===== config.mk =====
export PLATFORM = sky130hd
export DESIGN_NAME = rs_encode_stream
export DESIGN_NICKNAME = d
export VERILOG_FILES = /design/src/rtl/rs_encode_stream.sv
export SDC_FILE = /design/constraint.sdc
export NUM_CORES = 1
export LEC_CHECK = 0
export ABC_AREA = 1
export BUFFER_PORTS_ARGS = -buffer_cell sky130_fd_sc_hd__buf_2
export CORE_MARGIN = 4
export CORE_UTILIZATION = 30
export DETAILED_ROUTE_END_ITERATION = 6
export GPL_ROUTABILITY_DRIVEN = 0
export HOLD_SLACK_MARGIN = 0.03
export PLACE_DENSITY = 0.53
export SLEW_MARGIN = 20
export SYNTH_ARGS = -nofsm -noshare
export SYNTH_HDL_FRONTEND = slang
export SYNTH_SLANG_ARGS = --single-unit

===== constraint.sdc =====
create_clock -name CLK -period 6.25 [get_ports CLK]
set_clock_uncertainty 0.2 [all_clocks]
set_input_delay 0.9375 -clock CLK [delete_from_list [all_inputs] [get_ports CLK]]
set_output_delay 0.9375 -clock CLK [all_outputs]
set_load 0.01 [all_outputs]

===== src/rtl/rs_encode_stream.sv =====
// ============================================================================
// rs_encode_stream : systematic RS(255,255-PARITY) stream encoder, GF(2^8)
// Rev 1.0
// ============================================================================
`default_nettype none

module rs_encode_stream #(
   parameter int         PARITY    = 16,
   parameter logic [8:0] PRIM_POLY = 9'h11D
) (
   input  logic       CLK,
   input  logic       RESET,
   input  logic       in_valid,
   output logic       in_ready,
   input  logic [7:0] in_data,
   input  logic       in_sop,
   input  logic       in_eop,
   output logic       out_valid,
   output logic [7:0] out_data,
   output logic       out_sop,
   output logic       out_eop,
   output logic       out_parity,
   output logic       out_err
);

   localparam logic [7:0] MAX_MSG = 8'(255 - PARITY);
   localparam logic [5:0] P_LAST  = 6'(PARITY - 1);

   function automatic logic [7:0] gmul(input logic [7:0] a, input logic [7:0] b);
      logic [7:0] p;
      logic [7:0] aa;
      p  = 8'h00;
      aa = a;
      for (int k = 0; k < 8; k++) begin
         if (b[k]) p = p ^ aa;
         aa = aa[7] ? ((aa << 1) ^ PRIM_POLY[7:0]) : (aa << 1);
      end
      return p;
   endfunction

   // g(x) = prod (x + alpha^i), built up one root at a time
   function automatic logic [PARITY:0][7:0] gen_poly();
      logic [PARITY:0][7:0] g;
      logic [7:0]           root;
      g    = '0;
      g[0] = 8'h01;
      root = 8'h01;
      for (int i = 0; i < PARITY; i++) begin
         for (int j = PARITY; j > 0; j--)
            g[j] = g[j-1] ^ gmul(g[j], root);
         g[0] = gmul(g[0], root);
         root = gmul(root, 8'h02);
      end
      return g;
   endfunction

   localparam logic [PARITY:0][7:0] GEN = gen_poly();

   typedef enum logic [1:0] {
      S_IDLE   = 2'd0,
      S_DATA   = 2'd1,
      S_PARITY = 2'd2
   } state_t;

   state_t                 state;
   logic [PARITY-1:0][7:0] lfsr;
   logic [PARITY-1:0][7:0] base;
   logic [PARITY-1:0][7:0] fed;
   logic [7:0]             fb;
   logic [7:0]             count;
   logic [5:0]             pcnt;
   logic                   accept;

   assign accept = in_valid & in_ready;

   // A start-of-message symbol feeds a cleared register bank
   always_comb begin
      base   = in_sop ? '0 : lfsr;
      fb     = in_data ^ base[PARITY-1];
      fed    = '0;
      fed[0] = gmul(GEN[0], fb);
      for (int i = 1; i < PARITY; i++)
         fed[i] = base[i-1] ^ gmul(GEN[i], fb);
   end

   always_ff @(posedge CLK or posedge RESET) begin
      if (RESET) begin
         state      <= S_IDLE;
         lfsr       <= '0;
         count      <= 8'd0;
         pcnt       <= 6'd0;
         in_ready   <= 1'b1;
         out_valid  <= 1'b0;
         out_data   <= 8'h00;
         out_sop    <= 1'b0;
         out_eop    <= 1'b0;
         out_parity <= 1'b0;
         out_err    <= 1'b0;
      end else begin
         out_valid  <= 1'b0;
         out_data   <= 8'h00;
         out_sop    <= 1'b0;
         out_eop    <= 1'b0;
         out_parity <= 1'b0;
         out_err    <= 1'b0;
         case (state)
            S_IDLE, S_DATA: begin
               if (accept && (in_sop || state == S_DATA)) begin
                  lfsr      <= fed;
                  pcnt      <= 6'd0;
                  out_valid <= 1'b1;
                  out_data  <= in_data;
                  out_sop   <= in_sop;
                  if (in_sop) begin
                     count   <= 8'd1;
                     out_err <= (state == S_DATA);
                     if (in_eop) begin
                        state    <= S_PARITY;
                        in_ready <= 1'b0;
                     end else begin
                        state <= S_DATA;
                     end
                  end else begin
                     count <= count + 8'd1;
                     if (in_eop) begin
                        state    <= S_PARITY;
                        in_ready <= 1'b0;
                     end else if (count + 8'd1 == MAX_MSG) begin
                        state    <= S_PARITY;
                        in_ready <= 1'b0;
                        out_err  <= 1'b1;
                     end
                  end
               end
            end
            S_PARITY: begin
               out_valid  <= 1'b1;
               out_parity <= 1'b1;
               out_data   <= lfsr[PARITY-1];
               lfsr       <= lfsr << 8;
               pcnt       <= pcnt + 6'd1;
               if (pcnt == P_LAST) begin
                  out_eop  <= 1'b1;
                  state    <= S_IDLE;
                  in_ready <= 1'b1;
               end
            end
            default: begin
               state    <= S_IDLE;
               in_ready <= 1'b1;
            end
         endcase
      end
   end

endmodule

`default_nettype wire


==> results.md <==
- Worst vdd ir: between 300 and 400 uV
- Core area: around 0.034 mm2
- Die height: around 190 um
- CTS tree: yes
- Clock power frac: between 15 and 20%
- DR top layer: met4
- Net Sw Power: approximately 3.3 mW
- CTS clk-pin slew, worst paths: about 70 ps
- IO Pins: 27
- Post-layout instance area: 0.0114 mm2
- DR WL/cell: between 15 and 20 um
- Critical Path RT: between 6000 and 7000 ps
- PD cells: 586 mW/mm2
- Clock Tree Root: clkbuf_16
- Synth Register Bits: between 150 and 200
- Worst min path class: reg -> reg
- ANT cells: 0
- Seq pwr share: a little over a quarter
- Unique cell type count in the Yosys netlist: between 40 and 50
- Critical Path Start Type: input port
- Synth Instances: between 1000 and 1500
- Power, Total: ~6.7 mW
- Worst slew pin tran: 931 ps
- DRC viols: 0
- Fin. Hold Viols: 0
- Critical path class: in -> reg
- Total number of vias: about 9300
- Post-synth net total: 1446
- Worst-path maximum fanout: 41
- Layout overhead on the synthesized area: 9.56%
- Run status: completed
- Int Pwr: around 3.4 mW
- Max Cap Viol: 0
- IO Port Bufs: 26
- DP Area: between 0.01 and 0.015 mm2
- Die Wd: around 190 um
- DP HPWL: approximately 21 mm
- Site row count: 67
- Inst Count DP: ~1800
- Switching part of the total: 49.8%
- Worst setup margin: around 2400 ps
- Initial core utilization: a little under a third
- Routed WL: 31.5 mm
- Number of synthesized flops with an enable pin: 0
- Global-route wire length before repair: 50.5 mm
- 1st-iter DRT viols: ~870
- Final Critical Period: 3840 ps
- Fin. max-slew vios: 0
- Average size of a mapped cell: 7.28 um2
- CP endpoint kind: flop
- Seq/Total Area, Yosys: around two fifths
- Met3 wire length: 1.90 mm
- Hold Buf Count CTS: 0
- Share of layout cells above drive strength 1: 11.3%
- RSZ-0062 raised after global routing: false
- Routed met1 length: around 15 mm
- Vias per cell: ~5
- Post-Route Setup TNS: 0 ps
- Final worst-path cycle share: 61.5%
- Mapped cell area: roughly 0.010 mm2
- Clk_lat worst skew: between 400 and 500 ps
- # H-tree levels: 4
- Total CTS buffers: 17
- Pre-CTS setup slack: 1930 ps
- Routed Antenna Nets: 0
- PostCTS Resize Cnt: 0
- Initial antenna violation count: 0
- Yosys warns: 0
- Data arrival, critical path: around 4000 ps
- DRT Pass-1 Iters: 7
- Fmax: between 0.2 and 0.3 GHz
- Comb pwr share: 56.3%
- Nets: approximately 1400
- FFs w/ async S/R, synth: between 90% and 100%
- Clk sinks: approximately 160
- Routed wl met2: between 10 and 15 mm
- Largest net degree at the start of global routing: between 150 and 200
- Grt total ovfl: 0
- Max transition margin: between 30% and 40%
- Clk buf depth: 2
- Vias in the first global route: approximately 8700
- Die area: roughly 0.038 mm2
- # fillers: ~3600
- Synth Flop Type: dfrtp_1
- Setup violations, final: 0
- Static Leak: roughly 5.6 nW
- Total GRT Usage: 16.9%
- Layout Cells excl Fill: about 1900
- Number of setup buffers added after CTS: 0
final timing paths:
check / from / end / depth (start not counted) / slack, ps
max in group asynchronous: RESET / lfsr[90]$_DFFE_PP0P_ / 3 / 4370
min in group asynchronous: RESET / out_data[6]$_DFF_PP0_ / 2 / 320
worst min register to register: in_ready$_DFFE_PP1P_ / in_ready$_DFFE_PP1P_ / 2 / 270
worst max-delay path: in_sop / lfsr[75]$_DFFE_PP0P_ / 10 / 2410
worst min-delay path: in_ready$_DFFE_PP1P_ / in_ready$_DFFE_PP1P_ / 2 / 270
worst max register to register: state[1]$_DFFE_PP0P_ / lfsr[75]$_DFFE_PP0P_ / 10 / 3000
cell type report:
type	count	area [um2]	share of cell area [%]
clock buffer	17	425	3.73
clock inverter	15	199	1.74
inverter	108	422	3.70
multi-input combinational	1091	5620	49.3
sequential	158	3960	34.7
tap	448	561	4.92
timing repair buffer	36	218	1.91
power groups by stage:
stage	Sequential, mW	Clock, mW	Combinational [mW]
2_1_floorplan	1.73	0	2.87
3_3_place_gp	1.78	0	3.71
3_5_place_dp	1.79	0	3.75
4_1_cts	1.78	1.17	3.77
5_1_grt	1.83	1.20	4.23
6_report	1.78	1.14	3.76
metrics by stage:
stage | utilization, % | hold WS [ps]
global placement | 31.8 | 260
finish | 33.7 | 274
global route | 33.7 | 302
floorplan | - | 249
detailed placement | 31.8 | 265
CTS | 33.7 | 276
critical path, stage by stage:
cell	delay, ps
buf_2	260
inv_2	330
a21oi_1	270
nand2_2	390
inv_2	490
nor2_4	70
inv_2	560
buf_4	410
nand3_1	130
o21ai_1	100
layer usage:
layer,track usage [%],vias to the layer above
met3,3.44,34
met1,24.0,4429
met4,5.26,0
li1,-,4506
met2,25.8,283
met5,0,-
cells in the mapped netlist, types with 2 or more instances:
cell type / instances / area, um2
inv_2: 15 / 56.3
xnor2_1: 42 / 368
buf_6: 9 / 101
nor2_1: 71 / 267
nand3b_1: 10 / 75.1
ha_1: 3 / 37.5
nand4_1: 24 / 150
nand3_1: 131 / 656
o21ai_2: 2 / 17.5
nand2_8: 2 / 40.0
buf_1: 9 / 33.8
xor2_2: 5 / 81.3
o21ai_1: 32 / 160
nand3_2: 5 / 50.1
o221ai_1: 2 / 17.5
buf_2: 12 / 60.1
nor2_2: 3 / 18.8
or2_0: 4 / 25.0
xor2_4: 3 / 82.6
buf_4: 10 / 75.1
inv_1: 89 / 334
o21ai_4: 2 / 32.5
a21oi_1: 11 / 55.1
nand2_4: 11 / 124
nand2_2: 31 / 194
nand2_1: 518 / 1940
xnor2_4: 2 / 55.1
a22o_1: 2 / 17.5
clkbuf_1: 31 / 116
dfrtp_1: 157 / 3930
o22ai_1: 9 / 56.3
o21ai_0: 96 / 480
nor3_1: 4 / 20.0
inv_4: 4 / 25.0
xnor2_2: 2 / 32.5
xor2_1: 56 / 490
buf_12: 2 / 40.0
state kept, by name, summed over array words and instances (netlist names), 2 cells and up:
register	count
pcnt	6
count	8
lfsr	128
state	2
out_data	8
logic make-up after synthesis:
group,after synthesis,synth area share (%)
and+or+nand+nor,818,34.5
buffers and inverters,181,8.09
xor gates and xnor gates,110,10.7
adders and majority gates,3,0.361
DFF,158,38.0
AOI/OAI and AO/OA,160,8.33
placed cells by master (no fill, tap or decap), types with 2 or more instances in the layout:
cell type | Yosys | layout
nor3_1 | 4 | 4
o21ai_1 | 32 | 32
xor2_1 | 56 | 56
nand3_2 | 5 | 5
nor2_1 | 71 | 70
xnor2_2 | 2 | 2
o21ai_2 | 2 | 2
a22o_1 | 2 | 2
xnor2_1 | 42 | 42
dfrtp_1 | 157 | 157
xor2_2 | 5 | 5
bufinv_16 | 0 | 3
inv_6 | 0 | 4
o221ai_1 | 2 | 2
inv_1 | 89 | 87
nand2_4 | 11 | 11
nand3b_1 | 10 | 10
nand4_1 | 24 | 24
nor2_2 | 3 | 2
buf_4 | 10 | 9
xor2_4 | 3 | 3
nor2_4 | 1 | 3
or2_0 | 4 | 4
inv_8 | 0 | 5
a21oi_1 | 11 | 11
inv_4 | 4 | 4
clkinv_2 | 0 | 3
o21ai_4 | 2 | 2
xnor2_4 | 2 | 2
clkbuf_16 | 0 | 17
nand2_8 | 2 | 2
inv_2 | 15 | 15
buf_2 | 12 | 26
o21ai_0 | 96 | 96
o22ai_1 | 9 | 9
nand2_1 | 518 | 518
ha_1 | 3 | 3
nand2_2 | 31 | 31
nand3_1 | 131 | 131
Power figures use the tool's default switching activity.
